<file path="src/rtl/spi_byte_slave_if.sv">
// Bus bundle for spi_byte_slave: raw SPI pins plus the byte-level
// application handshake. The slave modport is the engine's view, the
// master modport is the view of whatever drives the pins and supplies
// tx_data (board pins plus application logic, or a testbench).
interface spi_byte_slave_if #(
  parameter int CNT_W = 8
);
  logic             spi_ncs;
  logic             spi_sck;
  logic             spi_mosi;
  logic             spi_miso;
  logic [7:0]       tx_data;
  logic             tx_taken;
  logic [7:0]       rx_data;
  logic             rx_valid;
  logic             frame_active;
  logic             frame_done;
  logic [CNT_W-1:0] byte_count;

  modport slave (
    input  spi_ncs, spi_sck, spi_mosi, tx_data,
    output spi_miso, tx_taken, rx_data, rx_valid,
           frame_active, frame_done, byte_count
  );

  modport master (
    output spi_ncs, spi_sck, spi_mosi, tx_data,
    input  spi_miso, tx_taken, rx_data, rx_valid,
           frame_active, frame_done, byte_count
  );
endinterface

</file>
<file path="src/rtl/spi_byte_slave.sv">
// SPI mode-0 (CPOL=0, CPHA=0, MSB first) slave byte engine, oversampled
// by sys_clk. Raw SCK/MOSI/nCS are synchronised, SCK and nCS edges are
// detected in the sys_clk domain, MOSI is deserialised on SCK rising
// edges and tx_data is shifted onto MISO on SCK falling edges.
module spi_byte_slave #(
  parameter int SYNC_STAGES = 2,
  parameter int CNT_W       = 8
) (
  input logic                sys_clk,
  input logic                rst_n,
  spi_byte_slave_if.slave    spi_bus
);

  typedef enum logic [1:0] {
    S_IDLE  = 2'd0,
    S_LOAD  = 2'd1,
    S_SHIFT = 2'd2,
    S_DONE  = 2'd3
  } state_t;

  // SCK and nCS chains carry one extra tap beyond the synchroniser so the
  // last two taps form the edge-detect history. MOSI only needs the
  // synchroniser depth so its output lines up with the newer of those taps.
  logic [SYNC_STAGES:0]   r_sck_sync;
  logic [SYNC_STAGES:0]   r_ncs_sync;
  logic [SYNC_STAGES-1:0] r_mosi_sync;

  logic w_sck_rise;
  logic w_sck_fall;
  logic w_ncs_fall;
  logic w_ncs_rise;
  logic w_ncs_low;
  logic w_mosi;

  state_t           r_state;
  logic [7:0]       r_tx_sr;
  logic [7:0]       r_rx_sr;
  logic [2:0]       r_bit_cnt;
  logic             r_reload_pend;
  logic             r_byte_done;
  logic             r_fall_pend;
  logic             r_miso;
  logic             r_tx_taken;
  logic [7:0]       r_rx_data;
  logic             r_rx_valid;
  logic             r_frame_active;
  logic             r_frame_done;
  logic [CNT_W-1:0] r_byte_count;

  // Synchronise the raw pins into sys_clk; reset to 0 so a high nCS at
  // reset exit shows up as a rise, which IDLE ignores.
  // NOTE: sequential state is always assigned with <= so every flop samples
  // the pre-edge value of its neighbours; = here would collapse the chain.
  always_ff @(posedge sys_clk or negedge rst_n) begin
    if (!rst_n) begin
      r_sck_sync  <= '0;
      r_ncs_sync  <= '0;
      r_mosi_sync <= '0;
    end else begin
      r_sck_sync  <= {r_sck_sync[SYNC_STAGES-1:0], spi_bus.spi_sck};
      r_ncs_sync  <= {r_ncs_sync[SYNC_STAGES-1:0], spi_bus.spi_ncs};
      r_mosi_sync <= {r_mosi_sync[SYNC_STAGES-2:0], spi_bus.spi_mosi};
    end
  end

  // One-cycle edge strobes from the last two taps.
  assign w_sck_rise = r_sck_sync[SYNC_STAGES-1] & ~r_sck_sync[SYNC_STAGES];
  assign w_sck_fall = ~r_sck_sync[SYNC_STAGES-1] & r_sck_sync[SYNC_STAGES];
  assign w_ncs_fall = ~r_ncs_sync[SYNC_STAGES-1] & r_ncs_sync[SYNC_STAGES];
  assign w_ncs_rise = r_ncs_sync[SYNC_STAGES-1] & ~r_ncs_sync[SYNC_STAGES];
  assign w_ncs_low  = ~r_ncs_sync[SYNC_STAGES-1];
  assign w_mosi     = r_mosi_sync[SYNC_STAGES-1];

  // Frame FSM with all datapath and output registers; pulse outputs
  // default low every cycle and are raised only by the state that owns them.
  always_ff @(posedge sys_clk or negedge rst_n) begin
    if (!rst_n) begin
      r_state        <= S_IDLE;
      r_tx_sr        <= '0;
      r_rx_sr        <= '0;
      r_bit_cnt      <= '0;
      r_reload_pend  <= 1'b0;
      r_byte_done    <= 1'b0;
      r_fall_pend    <= 1'b0;
      r_miso         <= 1'b0;
      r_tx_taken     <= 1'b0;
      r_rx_data      <= '0;
      r_rx_valid     <= 1'b0;
      r_frame_active <= 1'b0;
      r_frame_done   <= 1'b0;
      r_byte_count   <= '0;
    end else begin
      r_tx_taken   <= 1'b0;
      r_frame_done <= 1'b0;
      r_rx_valid   <= 1'b0;
      r_byte_done  <= 1'b0;

      // A byte completed on the previous cycle: publish it. This runs in
      // every state so a byte finishing together with nCS rising still
      // reaches rx_data while the FSM is already in DONE.
      if (r_byte_done) begin
        r_rx_data  <= r_rx_sr;
        r_rx_valid <= 1'b1;
      end

      unique case (r_state)
        S_IDLE: begin
          r_miso <= 1'b0;
          // A fall seen during DONE is remembered and honoured here as
          // long as nCS is still low.
          if (w_ncs_fall || (r_fall_pend && w_ncs_low)) begin
            r_state <= S_LOAD;
          end
          r_fall_pend <= 1'b0;
        end

        S_LOAD: begin
          r_tx_sr        <= spi_bus.tx_data;
          r_tx_taken     <= 1'b1;
          r_miso         <= spi_bus.tx_data[7];
          r_bit_cnt      <= '0;
          r_byte_count   <= '0;
          r_frame_active <= 1'b1;
          r_reload_pend  <= 1'b0;
          r_state        <= w_ncs_rise ? S_DONE : S_SHIFT;
        end

        S_SHIFT: begin
          if (w_sck_rise) begin
            r_rx_sr   <= {r_rx_sr[6:0], w_mosi};
            r_bit_cnt <= r_bit_cnt + 3'd1;
            if (r_bit_cnt == 3'd7) begin
              r_byte_done   <= 1'b1;
              r_byte_count  <= r_byte_count + CNT_W'(1);
              r_reload_pend <= 1'b1;
            end
          end else if (w_sck_fall) begin
            if (r_reload_pend) begin
              r_tx_sr       <= spi_bus.tx_data;
              r_tx_taken    <= 1'b1;
              r_miso        <= spi_bus.tx_data[7];
              r_reload_pend <= 1'b0;
            end else begin
              r_tx_sr <= {r_tx_sr[6:0], 1'b0};
              r_miso  <= r_tx_sr[6];
            end
          end
          // Partial bits are simply abandoned: bit_cnt is cleared in DONE
          // and rx_data/byte_count are only touched on a complete byte.
          if (w_ncs_rise) begin
            r_state <= S_DONE;
          end
        end

        S_DONE: begin
          r_frame_done   <= 1'b1;
          r_frame_active <= 1'b0;
          r_miso         <= 1'b0;
          r_bit_cnt      <= '0;
          r_reload_pend  <= 1'b0;
          r_fall_pend    <= w_ncs_fall;
          r_state        <= S_IDLE;
        end

        default: r_state <= S_IDLE;
      endcase
    end
  end

  assign spi_bus.spi_miso     = r_miso;
  assign spi_bus.tx_taken     = r_tx_taken;
  assign spi_bus.rx_data      = r_rx_data;
  assign spi_bus.rx_valid     = r_rx_valid;
  assign spi_bus.frame_active = r_frame_active;
  assign spi_bus.frame_done   = r_frame_done;
  assign spi_bus.byte_count   = r_byte_count;

endmodule

</file>
<file path="src/flat_wrapper.sv">
// flat-port wrapper written by rule: the top's interface ports become plain ports
module spi_byte_slave_flat 
#(
  parameter int SYNC_STAGES = 2,
  parameter int CNT_W       = 8
)
  (sys_clk, rst_n, spi_bus_spi_ncs, spi_bus_spi_sck, spi_bus_spi_mosi, spi_bus_tx_data, spi_bus_spi_miso, spi_bus_tx_taken, spi_bus_rx_data, spi_bus_rx_valid, spi_bus_frame_active, spi_bus_frame_done, spi_bus_byte_count);
  spi_byte_slave_if #(.CNT_W(CNT_W)) spi_bus_i ();
  input logic sys_clk;
  input logic rst_n;
  input wire logic [$bits(spi_bus_i.spi_ncs)-1:0] spi_bus_spi_ncs;
  input wire logic [$bits(spi_bus_i.spi_sck)-1:0] spi_bus_spi_sck;
  input wire logic [$bits(spi_bus_i.spi_mosi)-1:0] spi_bus_spi_mosi;
  input wire logic [$bits(spi_bus_i.tx_data)-1:0] spi_bus_tx_data;
  output wire logic [$bits(spi_bus_i.spi_miso)-1:0] spi_bus_spi_miso;
  output wire logic [$bits(spi_bus_i.tx_taken)-1:0] spi_bus_tx_taken;
  output wire logic [$bits(spi_bus_i.rx_data)-1:0] spi_bus_rx_data;
  output wire logic [$bits(spi_bus_i.rx_valid)-1:0] spi_bus_rx_valid;
  output wire logic [$bits(spi_bus_i.frame_active)-1:0] spi_bus_frame_active;
  output wire logic [$bits(spi_bus_i.frame_done)-1:0] spi_bus_frame_done;
  output wire logic [$bits(spi_bus_i.byte_count)-1:0] spi_bus_byte_count;
  assign spi_bus_i.spi_ncs = spi_bus_spi_ncs;
  assign spi_bus_i.spi_sck = spi_bus_spi_sck;
  assign spi_bus_i.spi_mosi = spi_bus_spi_mosi;
  assign spi_bus_i.tx_data = spi_bus_tx_data;
  assign spi_bus_spi_miso = spi_bus_i.spi_miso;
  assign spi_bus_tx_taken = spi_bus_i.tx_taken;
  assign spi_bus_rx_data = spi_bus_i.rx_data;
  assign spi_bus_rx_valid = spi_bus_i.rx_valid;
  assign spi_bus_frame_active = spi_bus_i.frame_active;
  assign spi_bus_frame_done = spi_bus_i.frame_done;
  assign spi_bus_byte_count = spi_bus_i.byte_count;
  spi_byte_slave #(.SYNC_STAGES(SYNC_STAGES), .CNT_W(CNT_W)) u_core (.sys_clk(sys_clk), .rst_n(rst_n), .spi_bus(spi_bus_i));
endmodule
</file>
<file path="config.mk">
export PLATFORM = sky130hd
export DESIGN_NAME = spi_byte_slave_flat
export DESIGN_NICKNAME = d
export VERILOG_FILES = /design/src/rtl/spi_byte_slave_if.sv /design/src/rtl/spi_byte_slave.sv /design/src/flat_wrapper.sv
export SDC_FILE = /design/constraint.sdc
export NUM_CORES = 1
export LEC_CHECK = 0
export BUFFER_PORTS_ARGS = -buffer_cell sky130_fd_sc_hd__buf_4
export CAP_MARGIN = 20
export CORE_UTILIZATION = 45
export DETAILED_ROUTE_END_ITERATION = 8
export PLACE_DENSITY = 0.72
export SLEW_MARGIN = 20
export SYNTH_ARGS = -nofsm -noshare
export SYNTH_HDL_FRONTEND = slang
export SYNTH_SLANG_ARGS = --single-unit
export TNS_END_PERCENT = 1
</file>
<file path="constraint.sdc">
create_clock -name sys_clk -period 2.6 [get_ports sys_clk]
set_clock_uncertainty 0.1 [all_clocks]
set_input_delay 0.52 -clock sys_clk [delete_from_list [all_inputs] [get_ports sys_clk]]
set_output_delay 0.52 -clock sys_clk [all_outputs]
set_load 0.01 [all_outputs]
</file>
==> flow_summary.ini, run 1 <==
[floorplanning]
core.rowCount = 26
core-area_sq_um = 5075
io_pins = 34
die_area_sq_um = 5555
fp.dieH_um = 74.53
start_util_pct = 46.65
die_w_um = 74.53

[route]
via_per_inst = 5.014
ant_nets = 0
vias = 1454
firstDrtPassIters = 4
wl_mm = 3.661
drtIter0Drc = 100
detail_route.wl_per_cell_um = 12.62
drc = 0

[clock_tree]
clkTransAtPathRegs_ns = 0.09
cts_buffers = 5
cts_tree = done
h-tree-depth = 2
hold_buffers = 0
post-cts-setup-buffers = 0
ctsResizeCount = 0
clockRootBuffer = clkbuf_8
clk_path_buf_depth = 2
clk_latency_ns = 0.30
cts_num_sinks = 52

[grt]
antenna_found_initial = 0
grt_pass1_wl_mm = 6.161
first_global_vias = 1372
grt_usage_pct = 15.03
overflow = 0
grt_max_degree = 53

[critical_path]
r2r_cells = 4
cp.required_ns = 2.69
cp-start-kind = register
worstPathMaxFanout = 14
worstSetupPathType = reg -> reg
worst_ep_arrival_time_ns = 2.17
critPathCaptureType = register

[timing]
tightestPinTransition_ns = 0.6181
period_minus_slack_ns = 2.080
slew_violations = 0
post-route-period-util_pct = 80.02
slew_headroom_pct = 58.79
max_freq_ghz = 0.4807
setup_viol = 0
hold_viol = 0
fin_tns_setup_ns = 0
rsz0062_at_grt = false

[final_layout]
multi_input_area_sq_um = 972.2
n_fill_cell = 437
drive_gt1_share_pct = 34.55
syn_to_final_growth_pct = 17.12
regArea_sq_um = 1301
diodes = 0
fin_nets = 240

[worst_hold_path]
hold_class = in -> async

[synthesis]
yosys.cell_count.top_type = dfrtp_1
synth_nets = 206
syn_inst = 185
yosysTopAreaCell = dfrtp_1
yosysSeqAreaShare_pct = 54.97
synthArstFlopShare_pct = 100.0
yosys.area.top_type_share_pct = 54.97
synth_top_cells_by_count = 52 x dfrtp_1, 20 x mux2_2, 12 x inv_1
synthDistinctLibCells = 38
synth-edff-count = 0
avgSynthCellArea_sq_um = 12.80
synth-seq-cells = 52
yosysWarnings = 0
synth_area_leaders = dfrtp_1 55%, mux2_2 9.5%, mux2_4 6.3%
netlist_area_sq_um = 2367
synthFlopType = dfrtp_1

[placed_design]
place_congestion = 0.8341
hpwl_mm = 2.524
io_buffers = 33

[job]
maxCapViolations = 0

[power]
ir_drop_mv = 0.4039
power.total_uw = 2704
power_density_nw_per_um2 = 975.4
p_leak_uw = 0.001357

[run_status]
status = completed
-- layout by cell type, fill, tap and decap left out, types with 2 or more instances in the layout --
| master | instances |
|---|---|
| nand2_1 | 11 |
| nand2b_1 | 10 |
| ha_1 | 8 |
| nor2_1 | 7 |
| nand3_1 | 5 |
| dfrtp_1 | 52 |
| inv_1 | 12 |
| o221ai_1 | 2 |
| clkbuf_8 | 5 |
| mux2_4 | 10 |
| a21oi_1 | 3 |
| nand4_1 | 4 |
| o21ai_0 | 3 |
| buf_4 | 34 |
| nor2b_1 | 2 |
| mux2i_1 | 8 |
| mux2_2 | 20 |
| a211oi_1 | 3 |
-- final timing paths --
| kind | from | to | slack [ns] |
|---|---|---|---|
| max | u_core.r_state[1] | u_core.r_tx_sr[4] | 0.52 |
| min | rst_n | u_core.spi_bus.byte_count[7] | 0.13 |
| max reg2reg | u_core.r_state[1] | u_core.r_tx_sr[4] | 0.52 |
| min reg2reg | u_core.r_ncs_sync[0] | u_core.r_ncs_sync[1] | 0.25 |
| max in group asynchronous | rst_n | u_core.r_tx_sr[2] | 1.85 |
| min in group sys_clk | spi_bus_spi_sck | u_core.r_sck_sync[0] | 0.22 |
-- per-stage QoR --
| step | hold WS, ns | utilization, % | cell area [sq um] | std cells | setup WS, ns |
|---|---|---|---|---|---|
| floorplan | 0.1244 | - | 2367 | 185 | 0.8931 |
| global placement | 0.2322 | 52.44 | 2661 | 282 | 0.5942 |
| detailed placement | 0.2347 | 52.44 | 2661 | 282 | 0.5441 |
| CTS | 0.1589 | 54.64 | 2773 | 290 | 0.5243 |
| global route | 0.1831 | 54.64 | 2773 | 290 | 0.3923 |
| finish | 0.1290 | 54.64 | 2773 | 290 | 0.5195 |
-- critical path: stages, from the launching register on --
cell,delay [ns]
dfrtp_1,0.41
inv_1,0.10
ha_1,0.54
o21a_1,0.47
mux2_4,0.34
-- kinds of logic (layout without fill, tap and decap cells) --
| group | after synthesis | count (layout) | synth area share, % |
|---|---|---|---|
| muxes | 38 | 38 | 19.24 |
| and+or+nand+nor | 44 | 44 | 9.990 |
| DFF | 52 | 52 | 54.97 |
| buffers and inverters | 19 | 54 | 3.964 |
| adders and majority gates | 8 | 8 | 4.228 |
| AOI/OAI and AO/OA | 24 | 24 | 7.612 |
-- sequential cells by signal (all words and copies together), names as in the netlist --
name and flops:
u_core.r_bit_cnt 3, u_core.r_byte_done 1, u_core.r_fall_pend 1, u_core.r_mosi_sync 2
u_core.r_ncs_sync 3, u_core.r_reload_pend 1, u_core.r_rx_sr 8, u_core.r_sck_sync 3
u_core.r_state 2, u_core.r_tx_sr 7, u_core.spi_bus.byte_count 8, u_core.spi_bus.frame_active 1
u_core.spi_bus.frame_done 1, u_core.spi_bus.rx_data 8, u_core.spi_bus.rx_valid 1, u_core.spi_bus.spi_miso 1
u_core.spi_bus.tx_taken 1
-- area by class of cell --
cell class,count,area share [%]
multi-input combinational,114,35.06
inverter,12,1.625
tap,70,3.159
sequential,52,46.93
timing repair buffer,34,9.206
clock buffer,5,2.482
clock inverter,3,1.534
-- power breakdown --
group / internal (uW) / switching, uW / leakage [uW]
Combinational: 539 / 515 / 0.000628
Sequential: 995 / 112 / 0.000675
Clock: 285 / 258 / 0.0000541
Total: 1820 / 886 / 0.00136
-- layer usage --
metal | up-vias | routed length [um] | global-route usage, %
li1 | 721 | - | -
met1 | 702 | 1815 | 19.91
met2 | 27 | 1663 | 22.42
met3 | 4 | 131 | 4.472
met4 | 0 | 49 | 7.547
met5 | - | 0 | 0
(Power assumes the default switching activity.)
==> run 2: changes to the inputs <==
--- a/config.mk
+++ b/config.mk
@@ -5,11 +5,12 @@
 export SDC_FILE = /design/constraint.sdc
 export NUM_CORES = 1
 export LEC_CHECK = 0
+export ABC_AREA = 1
 export BUFFER_PORTS_ARGS = -buffer_cell sky130_fd_sc_hd__buf_4
 export CAP_MARGIN = 20
 export CORE_UTILIZATION = 45
 export DETAILED_ROUTE_END_ITERATION = 8
-export PLACE_DENSITY = 0.72
+export PLACE_DENSITY = 0.75
 export SLEW_MARGIN = 20
 export SYNTH_ARGS = -nofsm -noshare
 export SYNTH_HDL_FRONTEND = slang
==> constraint.sdc (replaced) <==
create_clock -name sys_clk -period 1.9 [get_ports sys_clk]
set_clock_uncertainty 0.1 [all_clocks]
set_input_delay 0.38 -clock sys_clk [delete_from_list [all_inputs] [get_ports sys_clk]]
set_output_delay 0.38 -clock sys_clk [all_outputs]
set_load 0.01 [all_outputs]
==> flow_summary.ini, run 2 <==
[clock_tree]
clockRootBuffer = clkbuf_8
post-cts-setup-buffers = 0
clk_latency_ns = 0.30
hold_buffers = 0
cts_num_sinks = 52
ctsResizeCount = 0
h-tree-depth = 2
cts_buffers = 5
cts_tree = done
clkTransAtPathRegs_ns = 0.09
clk_path_buf_depth = 2

[critical_path]
worst_ep_arrival_time_ns = 1.80
cp.required_ns = 2.00
cp-start-kind = register
critPathCaptureType = register
worstPathMaxFanout = 14
worstSetupPathType = reg -> reg

[power]
seqPwrFrac_pct = 40.1
p_leak_uw = 0.001385
power.total_uw = 3800
switching_share_pct = 39.39
comb_power_share_pct = 40.2
p_sw_uw = 1497
p_clk_share_pct = 19.7
ir_drop_mv = 0.5825
p_int_uw = 2303
power_density_nw_per_um2 = 1366

[timing]
fin_tns_setup_ns = 0
tightestPinTransition_ns = 0.6355
period_minus_slack_ns = 1.696
max_freq_ghz = 0.5895
slew_headroom_pct = 57.63
slew_violations = 0
setup_viol = 0
hold_viol = 19
hold_slack_ns = -0.02346
rsz0062_at_grt = false
post-route-period-util_pct = 89.29
worst_slack_ns = 0.2035

[run_status]
status = finished with violations
failed_checks = hold timing

[synthesis]
syn_inst = 253
netlist_area_sq_um = 2377
yosysWarnings = 0
yosys.cell_count.top_type = nand2_1
yosysSeqAreaShare_pct = 54.74
yosys.area.top_type_share_pct = 54.74
synthFlopType = dfrtp_1
synth-edff-count = 0
synth_nets = 274
synth_top_cells_by_count = 69 x nand2_1, 52 x dfrtp_1, 30 x inv_1
synth_area_leaders = dfrtp_1 55%, nand2_1 11%, inv_1 4.7%
synth-seq-cells = 52
synthArstFlopShare_pct = 100.0
yosysTopAreaCell = dfrtp_1
synthDistinctLibCells = 25
avgSynthCellArea_sq_um = 9.396

[floorplanning]
core-area_sq_um = 5107
start_util_pct = 46.55
io_pins = 34
core.rowCount = 26
die_area_sq_um = 5578
fp.dieH_um = 74.69
die_w_um = 74.69

[placed_design]
dp_cells = 352
hpwl_mm = 2.884
place_ws_ns = 0.2191
place_congestion = 0.7789
io_buffers = 33

[job]
maxCapViolations = 0

[grt]
grt_max_degree = 53
first_global_vias = 1566
grt_pass1_wl_mm = 6.844
grt_usage_pct = 16.47
overflow = 0
antenna_found_initial = 0

[final_layout]
fin_nets = 310
mostFrequentLayoutCells = 69 x nand2_1, 52 x dfrtp_1, 34 x buf_4, 30 x inv_1, 15 x o21ai_0
final_common_cell = nand2_1
final_util_pct = 54.46
fin_cells = 360
diodes = 0
syn_to_final_growth_pct = 17.00
drive_gt1_share_pct = 23.45

[route]
drc = 0
firstDrtPassIters = 4
ant_nets = 0
via_per_inst = 4.731
wl_mm = 4.105
drtIter0Drc = 58
detail_route.wl_per_cell_um = 11.40
vias = 1703

[worst_hold_path]
hold_class = in -> async
[run 2: cell count changes after synthesis, sizes merged, moves of 5 or more]
cell and change:
nand2 +62, o21ai +28, mux2 -26, inv +21, nor2 +13, nand2b -10, mux2i -8, a21oi +5
nand3 +5
[run 2: final cells by class]
class	instances	area, sq um
Multi-Input combinational cell	163	902.1
Fill cell	468	2326
Sequential cell	52	1301
Clock buffer	5	68.82
Inverter	33	123.9
Clock inverter	3	42.54
Timing Repair Buffer	34	255.2
Tap cell	70	87.58
[run 2: critical path, cell delays in order (launching register included)]
cell     delay (ns)
dfrtp_1        0.44
inv_1          0.14
ha_1           0.18
inv_1          0.12
nor2_4         0.29
inv_1          0.17
nand2_1        0.10
o21ai_1        0.06
[run 2: kinds of logic after synthesis]
group	after synthesis	share of synthesized area, %
adders and majority gates	8	4.211
buffers and inverters	38	7.316
muxes	4	1.895
DFF	52	54.74
and+or+nand+nor	108	20.95
AOI/OAI and AO/OA	43	10.89
[run 2: stage by stage]
step	hold WS [ns]	area, sq um
after floorplan	-0.01559	2377
after global placement	0.2336	2670
after detailed placement	0.2347	2670
after CTS	0.01060	2781
after global routing	0.04645	2781
final	-0.02346	2781
[run 2: path summary, 6_finish.rpt]
check / startpoint / to / slack [ns] / depth (start not counted)
setup / recovery: u_core.r_state[0] / u_core.r_rx_sr[7] / 0.20 / 7
hold / removal: rst_n / u_core.r_tx_sr[0] / -0.02 / 1
setup reg to reg: u_core.r_state[0] / u_core.r_rx_sr[7] / 0.20 / 7
hold reg to reg: u_core.r_ncs_sync[0] / u_core.r_ncs_sync[1] / 0.25 / 0
max in group asynchronous: rst_n / u_core.r_ncs_sync[1] / 1.28 / 1
min in group sys_clk: spi_bus_spi_mosi / u_core.r_mosi_sync[0] / 0.07 / 1
[run 2: routing by layer]
layer  wire length, um  GRT usage [%]  up-vias
li1                  -              -      876
met4                76          7.757        0
met2              1976          26.53       23
met5                 0              0        -
met3               113          3.748        7
met1              1938          21.19      797
[run 2: power by group through the flow]
stage / clock (uW) / combinational [uW] / sequential (uW)
2_1_floorplan: 0 / 1260 / 1540
3_3_place_gp: 0 / 1510 / 1540
3_5_place_dp: 0 / 1550 / 1540
4_1_cts: 779 / 1550 / 1520
5_1_grt: 819 / 1730 / 1560
6_report: 750 / 1530 / 1520
